File: src/rtl/stopwatch_pkg.sv
// Shared types for the stopwatch control slice: FSM state encoding, command codes
// and the prescaler width helper.
package stopwatch_pkg;

   typedef enum logic [1:0] {
      ST_IDLE  = 2'd0,
      ST_RUN   = 2'd1,
      ST_PAUSE = 2'd2,
      ST_CLR   = 2'd3
   } state_t;

   typedef enum logic [1:0] {
      CMD_NONE  = 2'd0,
      CMD_START = 2'd1,
      CMD_STOP  = 2'd2,
      CMD_CLEAR = 2'd3
   } cmd_t;

   // Width of a counter that must hold 0..div-1; never narrower than 1 bit.
   function automatic int unsigned presc_width(input int unsigned div);
      return (div < 2) ? 1 : $clog2(div);
   endfunction

endpackage

File: src/rtl/cmd_debounce.sv
// Command input conditioning: 2-flop synchroniser, stability counter and a one-cycle
// event when a new nonzero code is accepted.
module cmd_debounce
   import stopwatch_pkg::*;
#(
   parameter int unsigned DEB_CYCLES = 50_000
) (
   input  logic       clk,
   input  logic       rst,
   input  logic [1:0] din,
   output logic [1:0] dout,
   output logic       evt
);

   localparam int unsigned CW = $clog2(DEB_CYCLES + 1);
   localparam logic [CW-1:0] CNT_LAST = CW'(DEB_CYCLES - 1);
   localparam logic [CW-1:0] CNT_FULL = CW'(DEB_CYCLES);

   logic [1:0]    sync1;
   logic [1:0]    sync2;
   logic [CW-1:0] cnt;
   logic          stable;

   // sync1 != sync2 means sync2 changes on this edge, so the count restarts with it
   assign stable = (sync1 == sync2);

   always_ff @(posedge clk or posedge rst) begin
      if (rst) begin
         sync1 <= '0;
         sync2 <= '0;
         cnt   <= '0;
         dout  <= '0;
         evt   <= 1'b0;
      end else begin
         sync1 <= din;
         sync2 <= sync1;
         evt   <= 1'b0;
         if (!stable) begin
            cnt <= '0;
         end else if (cnt != CNT_FULL) begin
            cnt <= cnt + CW'(1);
            if (cnt == CNT_LAST) begin
               dout <= sync2;
               evt  <= (sync2 != dout) && (sync2 != CMD_NONE);
            end
         end
      end
   end

endmodule

File: src/rtl/stopwatch_ctrl.sv
// Stopwatch control sequencer: debounced commands drive an IDLE/RUN/PAUSE/CLR FSM that
// gates a prescaler producing one-cycle count-enable ticks and a one-cycle clear.
module stopwatch_ctrl
   import stopwatch_pkg::*;
#(
   parameter int unsigned CLK_HZ     = 50_000_000,
   parameter int unsigned TICK_HZ    = 100,
   parameter int unsigned DEB_CYCLES = 50_000
) (
   input  logic       clk,
   input  logic       rst,
   input  logic       ena,
   input  logic [1:0] cmd_i,
   output logic       tick_o,
   output logic       clr_o,
   output logic       running_o,
   output logic       paused_o,
   output logic [1:0] state_o
);

   localparam int unsigned DIV = CLK_HZ / TICK_HZ;
   localparam int unsigned PW  = presc_width(DIV);
   localparam logic [PW-1:0] PRESC_LAST = PW'(DIV - 1);

   logic [1:0]    cmd_acc;
   logic          cmd_evt;
   cmd_t          cmd;
   state_t        state_q;
   state_t        state_n;
   logic [PW-1:0] presc_q;
   logic [PW-1:0] presc_n;
   logic          tick_n;

   cmd_debounce #(
      .DEB_CYCLES(DEB_CYCLES)
   ) u_deb (
      .clk (clk),
      .rst (rst),
      .din (cmd_i),
      .dout(cmd_acc),
      .evt (cmd_evt)
   );

   assign cmd = cmd_t'(cmd_acc);

   always_comb begin
      state_n = state_q;
      if (cmd_evt && ena) begin
         case (cmd)
            CMD_START: if (state_q == ST_IDLE || state_q == ST_PAUSE) state_n = ST_RUN;
            CMD_STOP:  if (state_q == ST_RUN) state_n = ST_PAUSE;
            CMD_CLEAR: state_n = ST_CLR;
            default:   state_n = state_q;
         endcase
      end
      // CLR always lasts exactly one cycle, whatever command arrives meanwhile
      if (state_q == ST_CLR) state_n = ST_IDLE;
   end

   always_comb begin
      presc_n = presc_q;
      tick_n  = 1'b0;
      case (state_q)
         ST_RUN: begin
            if (ena) begin
               if (presc_q == PRESC_LAST) begin
                  presc_n = '0;
                  tick_n  = 1'b1;
               end else begin
                  presc_n = presc_q + PW'(1);
               end
            end
         end
         ST_PAUSE: presc_n = presc_q;
         default:  presc_n = '0;
      endcase
   end

   always_ff @(posedge clk or posedge rst) begin
      if (rst) begin
         state_q   <= ST_IDLE;
         presc_q   <= '0;
         tick_o    <= 1'b0;
         clr_o     <= 1'b0;
         running_o <= 1'b0;
         paused_o  <= 1'b0;
      end else begin
         state_q   <= state_n;
         presc_q   <= presc_n;
         tick_o    <= tick_n;
         clr_o     <= (state_n == ST_CLR);
         running_o <= (state_n == ST_RUN);
         paused_o  <= (state_n == ST_PAUSE);
      end
   end

   assign state_o = state_q;

endmodule

File: config.mk
export PLATFORM = sky130hd
export DESIGN_NAME = stopwatch_ctrl
export DESIGN_NICKNAME = d
export VERILOG_FILES = /design/src/rtl/stopwatch_pkg.sv /design/src/rtl/cmd_debounce.sv /design/src/rtl/stopwatch_ctrl.sv
export SDC_FILE = /design/constraint.sdc
export NUM_CORES = 1
export LEC_CHECK = 0
export ABC_AREA = 1
export CAP_MARGIN = 20
export CORE_UTILIZATION = 50
export DETAILED_ROUTE_END_ITERATION = 8
export PLACE_DENSITY = 0.68
export SYNTH_ARGS = -nofsm -noshare
export SYNTH_HDL_FRONTEND = slang
export SYNTH_SLANG_ARGS = --single-unit
File: constraint.sdc
create_clock -name clk -period 3.8 [get_ports clk]
set_clock_uncertainty 0.05 [all_clocks]
set_input_delay 0.38 -clock clk [delete_from_list [all_inputs] [get_ports clk]]
set_output_delay 0.38 -clock clk [all_outputs]
set_load 0.005 [all_outputs]
==> results of run 1 <==
[metal layers]
layer / part of all wire, % / vias up / GRT usage [%]
met2: 46 / 30 / 35.5
met5: 0 / - / 0
met4: 1.8 / 0 / 7.69
met1: 49 / 980 / 26.4
li1: - / 1115 / -
met3: 2.7 / 8 / 4.53
[cell type report]
class                   count  area [sq um]  area share (%)
flip-flops and latches     48          1200            41.6
multi-input cells         243          1150            39.9
inverters                  54           203            7.01
repair buffers             11           120            4.16
well taps                  67          83.8            2.90
clock buffers               5          68.8            2.38
clock inverters             2          60.1            2.08
[layout by cell type (no fill, tap or decap)]
master / instances
o22ai_1: 1
a21oi_1: 14
or2_1: 1
dfrtp_1: 48
nor2_1: 68
nand3_1: 18
nand2_1: 78
nor3_1: 7
clkdlybuf4s50_1: 10
nand3b_1: 1
and2_1: 1
ha_1: 3
nor2_2: 3
o21ai_0: 16
nand3_2: 2
clkbuf_8: 5
nand2_2: 3
bufinv_16: 2
nand4_1: 11
xnor2_1: 2
a31oi_1: 1
nor2_4: 3
inv_2: 5
o21ai_1: 1
o21bai_1: 1
xor2_1: 8
buf_12: 1
inv_1: 49
[worst paths after layout]
check / to / slack, ns / cells after the start
max: presc_q[17] / 2.05 / 9
min: u_deb.sync2[1] / 0.30 / 2
max reg2reg: presc_q[12] / 2.11 / 8
min reg2reg: u_deb.sync2[1] / 0.35 / 0
max in group asynchronous: u_deb.cnt[11] / 2.91 / 3
min in group clk: u_deb.sync2[1] / 0.35 / 0
[through the flow]
step	hold slack, ns	cell area [sq um]
3_5_place_dp	0.329	2740
6_report	0.303	2890
3_3_place_gp	0.327	2740
2_1_floorplan	0.317	2580
4_1_cts	0.350	2870
5_1_grt	0.349	2890
[sequential cells by signal, indices dropped and copies added (netlist names)]
| name | cells |
|---|---|
| clr_o | 1 |
| u_deb.sync1 | 2 |
| running_o | 1 |
| u_deb.dout | 2 |
| u_deb.sync2 | 2 |
| tick_o | 1 |
| u_deb.cnt | 16 |
| presc_q | 19 |
| u_deb.evt | 1 |
| paused_o | 1 |
| state_o | 2 |
[where the power goes]
part | switching (mW) | leakage, nW | internal [mW]
sequential | 0.00348 | 0.660 | 0.514
clock | 0.165 | 0.0642 | 0.259
combinational | 0.0225 | 0.576 | 0.0112
total | 0.191 | 1.30 | 0.785
[kinds of logic after synthesis]
logic type / after synthesis / share of synthesized area (%)
compound gates: 34 / 6.79
xor+xnor: 10 / 3.40
fa+ha+maj: 3 / 1.46
buf+inv: 56 / 8.68
flops: 48 / 46.6
simple gates: 196 / 33.1
[worst max-delay path: cells and delay by family]
family / cells / cell delay, ns
buf+inv: 2 / 0.60
simple gates: 7 / 0.95
==> flow_summary.toml, run 1 <==
[run_status]
outcome = "finished clean"

[run]
maxCapViolations = 0

[final_layout]
instances_no_fill = 430
fin_util_pct = 59.6
nets = 371
drive_above_1_share_pct = 6.61
syn2layout_area_growth_pct = 12.1
diodes = 0
fillCellCount = 461

[critical_path]
crit_start = "ena"
critPathArrivalTime_ns = 1.93
path_cells = "clkdlybuf4s50_1, inv_1, nand2_1, nand2_1, nand2_1, nand4_1, nor2_1, nor2_1, nor2_1"
slowest_stage = "clkdlybuf4s50_1"
crit_type = "input port to register"
worstSetupEndpointType = "register"
r2r_start = "presc_q[0]"
slowest_delay_ns = 0.53
cp_max_fo = 14
required_ns = 3.98
worstSetupStartpointType = "input port"

[sta]
tightest_slew_ns = 0.428
rsz0062_at_grt = "no"
fin_ws_ns = 2.05
fin_setup_tns_ns = 0
fmax_mhz = 573
finalCritPeriodShare_pct = 46.0
final.min_clock_period_ns = 1.75
maxSlewViolCount = 0
hold_viol = 0
slew_headroom_pct = 71.4
setup_violations = 0

[global_route]
grt.overflow.total = 0
grt_max_degree = 49
grt_pass1_wl_um = 8650
grt_pass1_vias = 2103
track_usage_pct = 21.0
antenna_found_initial = 0

[clock_tree]
root_buffer = "clkbuf_8"
cts-hold-fix-buffers = 0
clock_sinks = 48
cts_tree = "yes"
numCtsBuffers = 5
worstSkewPairLatency_ns = 0.30
clk_path_buf_depth = 2
clk_pin_slew_ns = 0.09
cts.htree.levels = 2
cts_setup_buffers = 0
cts_resized = 0

[drt]
drc = 0
wl_per_cell_um = 11.2
dr.first_iter.drc_count = 107
dr.pass1.iters = 5
viasPerCell = 4.96
wirelength_um = 4810
ant_nets = 0
route.vias.total = 2133

[logic_synthesis]
synth-edff-count = 0
synth-async-reset-ratio_pct = 100
synth.area.top_cells = "dfrtp_1, nand2_1, nor2_1, inv_1, nand3_1"
ys_seq_elements = 48
synth_area_sq_um = 2580
avgSynthCellArea_sq_um = 7.43
synth_cells = 347
synth_seq_area_share_pct = 46.6
synth_top_area_share_pct = 46.6
yosysMostFrequentCell = "nand2_1"
yosysTopAreaCell = "dfrtp_1"
synth_common_cells = "nand2_1, nor2_1, inv_1"
synth_nets = 355
yosysWarnings = 0
synth_ff_type = "dfrtp_1"
ys_types = 26

[place]
pre_cts_ws_ns = 1.79
place.gp.congestion = 0.914
dpl.hpwl_um = 3520
place.port_buffers = 10
dp_cells = 422

[floorplanning]
rows = 25
die_h_um = 73.8
start_util_pct = 53.2
num_io_pins = 11
die_area_sq_um = 5450
fp.dieW_um = 73.8
coreArea_sq_um = 4850

[min_path]
hp-class = "input port to asynchronous set/reset pin"

[power_and_ir_drop]
p_leak_nw = 1.30
fin_total_pwr_uw = 975
powerDensity_nw_per_um2 = 337
peakVddDrop_mv = 0.205
Note: power is estimated with default switching activity, not from simulation.
==> run 2: changes to the inputs <==
--- a/config.mk
+++ b/config.mk
@@ -9,7 +9,7 @@
 export CAP_MARGIN = 20
 export CORE_UTILIZATION = 50
 export DETAILED_ROUTE_END_ITERATION = 8
-export PLACE_DENSITY = 0.68
+export PLACE_DENSITY = 0.7
 export SYNTH_ARGS = -nofsm -noshare
 export SYNTH_HDL_FRONTEND = slang
 export SYNTH_SLANG_ARGS = --single-unit
==> constraint.sdc (replaced) <==
create_clock -name clk -period 1.6 [get_ports clk]
set_clock_uncertainty 0.05 [all_clocks]
set_input_delay 0.16 -clock clk [delete_from_list [all_inputs] [get_ports clk]]
set_output_delay 0.16 -clock clk [all_outputs]
set_load 0.005 [all_outputs]
==> flow_summary.toml, run 2 (synthesis results as in run 1) <==
[place]
post_dp_cell_area_sq_um = 2850
place.gp.congestion = 0.855
dpl.hpwl_um = 3670
place.port_buffers = 10

[final_layout]
drive_above_1_share_pct = 13.7
mostFrequentLayoutCell = "nand2_1"
final_area_sq_um = 3030
largest_reg_flops = 19
reg_top3 = "presc_q (19), u_deb.cnt (16)"
largest-register = "presc_q"
fin_util_pct = 62.4
diodes = 0
final_cell_mix = "nand2_1, nor2_1, dfrtp_1"
syn2layout_area_growth_pct = 17.4
nets = 386

[critical_path]
reg2reg_depth = 8
crit_start = "presc_q[1]"
critPathArrivalTime_ns = 1.67
required_ns = 1.74
worstSetupStartpointType = "register"
crit_type = "register to register"
worstSetupEndpointType = "register"
cp_max_fo = 3
r2r_start = "presc_q[1]"

[drt]
dr.pass1.iters = 4
dr.first_iter.drc_count = 156
ant_nets = 0
route.vias.total = 2182
drc = 0
wl_per_cell_um = 11.2
viasPerCell = 4.89
wirelength_um = 4980

[sta]
fin_setup_tns_ns = 0
finalCritPeriodShare_pct = 95.4
whs_ns = 0.146
tightest_slew_ns = 0.298
final.min_clock_period_ns = 1.53
fmax_mhz = 655
slew_headroom_pct = 80.1
setup_violations = 0
rsz0062_at_grt = "yes"
hold_viol = 0
maxSlewViolCount = 0

[clock_tree]
cts.htree.levels = 2
numCtsBuffers = 5
cts-hold-fix-buffers = 0
clock_sinks = 48
clk_path_buf_depth = 2
root_buffer = "clkbuf_8"
worstSkewPairLatency_ns = 0.30
clk_pin_slew_ns = 0.09
cts_tree = "yes"

[floorplanning]
rows = 25
start_util_pct = 53.2
die_h_um = 73.8
die_area_sq_um = 5450
coreArea_sq_um = 4850
num_io_pins = 11
fp.dieW_um = 73.8

[global_route]
grt_pass1_vias = 2110
grt.overflow.total = 0
antenna_found_initial = 0
grt_max_degree = 49
grt_pass1_wl_um = 8720
track_usage_pct = 20.8

[power_and_ir_drop]
peakVddDrop_mv = 0.509
p_leak_nw = 1.35
powerDensity_nw_per_um2 = 680
fin_total_pwr_mw = 2.06

[min_path]
hp-class = "input port to asynchronous set/reset pin"

[run_status]
outcome = "finished clean"

[run]
maxCapViolations = 0
## run 2: changes by cell type in the layout (fill, tap and decap cells not counted), moves of 2 or more
cell and change:
nor2_1 -4, inv_1 -2, nand3_1 -2, clkinvlp_4 +2, buf_4 +15, nand2_2 +2, ha_1 -2, nand2_1 -2
nor2_2 +3, bufinv_16 -2, clkinv_4 +2
## run 2: worst max-delay path: stages (launching register included)
cell      delay [ns]
dfrtp_1         0.36
ha_2            0.18
buf_4           0.12
nand3_4         0.08
inv_2           0.07
nand3b_1        0.14
nor2_2          0.14
xor2_1          0.20
nor2_1          0.06
## run 2: repair_timing
action,CTS,global route
gates resized for setup,3,15
endpoints found under the setup margin,1,22
cloned,0,0
setup buffers,0,3
pin swaps,2,5
## run 2: final cells by class
cell class                 count  area [sq um]
timing repair buffer          26           233
clock buffer                   5          68.8
multi-input combinational    243          1210
sequential                    48          1200
clock inverter                 3          23.8
fill                         419          1820
tap                           67          83.8
inverter                      54           210
## run 2: path summary, 6_finish.rpt
check	to	slack (ns)
worst max-delay path	presc_q[10]	0.07
worst min-delay path	presc_q[14]	0.15
worst max register to register	presc_q[10]	0.07
worst min register to register	u_deb.sync2[1]	0.35
max in group asynchronous	u_deb.cnt[1]	1.14
min in group clk	u_deb.sync1[1]	0.24
## run 2: routing by layer
metal  share of wire [%]  GRT usage [%]
met1                  46           25.4
met2                  50           36.5
met3                 3.0           4.12
met4                 1.3           7.26
met5                   0              0
## run 2: metrics by stage
step / std cells / worst slack (ns)
3_3_place_gp: 435 / 0.00180
4_1_cts: 443 / 0.00945
5_1_grt: 446 / -0.0243
3_5_place_dp: 435 / -0.0202
6_report: 446 / 0.0734
2_1_floorplan: 347 / 0.205
## run 2: where the power goes
part	switching (mW)	leakage (nW)	internal [mW]	total (mW)
Sequential	0.0101	0.660	1.22	1.23
Combinational	0.0566	0.646	0.0320	0.0885
Clock	0.427	0.0404	0.310	0.737
Total	0.494	1.35	1.56	2.06
==> run 3: changes to the inputs <==
--- a/config.mk
+++ b/config.mk
@@ -5,11 +5,11 @@
 export SDC_FILE = /design/constraint.sdc
 export NUM_CORES = 1
 export LEC_CHECK = 0
-export ABC_AREA = 1
+export ABC_AREA = 0
 export CAP_MARGIN = 20
 export CORE_UTILIZATION = 50
 export DETAILED_ROUTE_END_ITERATION = 8
-export PLACE_DENSITY = 0.7
+export PLACE_DENSITY = 0.71
 export SYNTH_ARGS = -nofsm -noshare
 export SYNTH_HDL_FRONTEND = slang
 export SYNTH_SLANG_ARGS = --single-unit
==> flow_summary.toml, run 3 <==
[logic_synthesis]
synth_common_cells = "dfrtp_1, nor2_1, xnor2_1"
yosysMostFrequentCell = "dfrtp_1"
synthMuxAreaShare_pct = 1.73
synth_xor_xnor_area_share_pct = 6.78
synth_fa_ha_area_share_pct = 1.53
synth_ff_type = "dfrtp_1"
synthSimpleGateAreaFrac_pct = 23.9
yosysWarnings = 0
synth-edff-count = 0
synth_seq_area_share_pct = 48.9
synth_compound_area_share_pct = 13.8
avgSynthCellArea_sq_um = 10.1
synth_area_sq_um = 2460
synth-async-reset-ratio_pct = 100
ys_types = 47
yosysTopAreaCell = "dfrtp_1"
synth.area.top_cells = "dfrtp_1, xnor2_1, a22oi_1, o21ai_0, nand4_1"
synth_cells = 243
synth_top_family_by_area = "simple AND/OR/NAND/NOR gates"
ys_seq_elements = 48
synth_nets = 251
synth_top_area_share_pct = 48.9

[floorplanning]
start_util_pct = 52.0
fp.dieW_um = 72.1
num_io_pins = 11
coreArea_sq_um = 4720
die_area_sq_um = 5200
die_h_um = 72.1
rows = 25

[sta]
tightest_slew_ns = 0.398
whs_ns = 0.158
slew_headroom_pct = 73.4
fin_setup_tns_ns = -2.13
fmax_mhz = 573
maxSlewViolCount = 0
fin_ws_ns = -0.146
rsz0062_at_grt = "yes"
finalCritPeriodShare_pct = 109
hold_viol = 0
final.min_clock_period_ns = 1.75
setup_violations = 20

[clock_tree]
worstSkewPairLatency_ns = 0.30
cts-hold-fix-buffers = 0
cts.htree.levels = 2
numCtsBuffers = 5
cts_tree = "yes"
clock_sinks = 48
clk_pin_slew_ns = 0.09
clk_path_buf_depth = 2
root_buffer = "clkbuf_8"

[run_status]
outcome = "finished, violations left"
violations = "setup timing"

[run]
maxCapViolations = 0

[drt]
route.vias.total = 2280
viasPerCell = 5.70
route.met2.wl_um = 3580
wirelength_um = 6590
dr.pass1.iters = 4
wl_met3_um = 209
drc = 0
dr.first_iter.drc_count = 145
wl_per_cell_um = 16.5
wl_met1_um = 2710
ant_nets = 0
top_layer = "met4"

[final_layout]
mostFrequentLayoutCell = "buf_4"
drive_above_1_share_pct = 39.9
reg_top3 = "presc_q (19), u_deb.cnt (16)"
syn2layout_area_growth_pct = 47.0
final_cell_mix = "buf_4, dfrtp_1, nor2_1"
final_area_sq_um = 3610
fin_util_pct = 76.5
largest-register = "presc_q"
largest_reg_flops = 19
diodes = 0
nets = 340

[global_route]
grt.overflow.total = 0
antenna_found_initial = 0
grt_pass1_wl_um = 10700
track_usage_pct = 26.9
grt_max_degree = 49
grt_pass1_vias = 2303

[power_and_ir_drop]
p_leak_nw = 1.53
fin_total_pwr_mw = 2.26
powerDensity_nw_per_um2 = 626
peakVddDrop_mv = 0.484

[min_path]
hp-class = "input port to asynchronous set/reset pin"

[critical_path]
slowest_stage = "dfrtp_1"
path_cells = "ha_4, buf_4, buf_6, and3_4, nand4_1, o21ai_4, buf_6, a22oi_1"
slowest_delay_ns = 0.40
worstSetupStartpointType = "register"
crit_type = "register to register"
worstSetupEndpointType = "register"
required_ns = 1.72
critPathArrivalTime_ns = 1.87
cpMostUsedCell = "buf_6"
cp_max_fo = 8

[place]
dpl.hpwl_um = 3840
post_dp_cell_area_sq_um = 3130
place.port_buffers = 10
place.gp.congestion = 0.882
run 3: final timing paths:
path / start / to / slack [ns] / cells past startpoint
min: rst / u_deb.sync1[0] / 0.16 / 3
max reg2reg: presc_q[0] / presc_q[15] / -0.15 / 8
min in group clk: cmd_i[0] / u_deb.sync1[0] / 0.25 / 1
max: presc_q[0] / presc_q[15] / -0.15 / 8
max in group asynchronous: rst / state_o[1] / 1.09 / 3
min reg2reg: u_deb.sync1[0] / u_deb.sync2[0] / 0.35 / 0
run 3: report_power, final:
part | total, mW | switching, mW | internal, mW
clock | 0.928 | 0.417 | 0.511
combinational | 0.101 | 0.0571 | 0.0434
sequential | 1.23 | 0.00901 | 1.22
total | 2.26 | 0.483 | 1.78
run 3: cell type report:
| type | instances | area (sq um) |
|---|---|---|
| Clock buffer | 6 | 82.6 |
| Clock inverter | 2 | 38.8 |
| Fill cell | 302 | 1110 |
| Inverter | 10 | 37.5 |
| Multi-Input combinational cell | 178 | 1420 |
| Sequential cell | 48 | 1200 |
| Tap cell | 67 | 83.8 |
| Timing Repair Buffer | 89 | 742 |
run 3: metrics by stage:
step / setup WS [ns] / std cells
after global routing: -0.251 / 400
after global placement: -0.191 / 374
after detailed placement: -0.245 / 374
final: -0.146 / 400
after floorplan: -0.0302 / 243
after CTS: -0.171 / 396
run 3: logic make-up after synthesis:
kind of cell               Yosys count
AOI/OAI and AO/OA                   52
xor gates and xnor gates            19
muxes                                4
adders and majority gates            3
buffers and inverters               17
DFF                                 48
and+or+nand+nor                    100
run 3: routing by layer:
| layer | vias to the layer above | GRT usage (%) |
|---|---|---|
| li1 | 1092 | - |
| met1 | 1130 | 32.4 |
| met2 | 48 | 49.3 |
| met3 | 10 | 4.31 |
| met4 | 0 | 7.84 |
| met5 | - | 0 |
run 3: worst max-delay path, delay by kind of cell, from the launching register on:
family / cells / cell delay [ns]
flip-flops: 1 / 0.40
adder cells (fa/ha/maj): 1 / 0.15
AO/OA/AOI/OAI: 2 / 0.32
buffers and inverters: 3 / 0.35
AND/OR/NAND/NOR: 2 / 0.36
run 3: repair_timing:
action | in CTS | in global routing
hold endpoints to repair | 0 | 0
setup buffers | 13 | 7
setup endpoints to repair | 21 | 32
cloned | 1 | 0
pin swaps | 13 | 21
resized for setup | 25 | 29
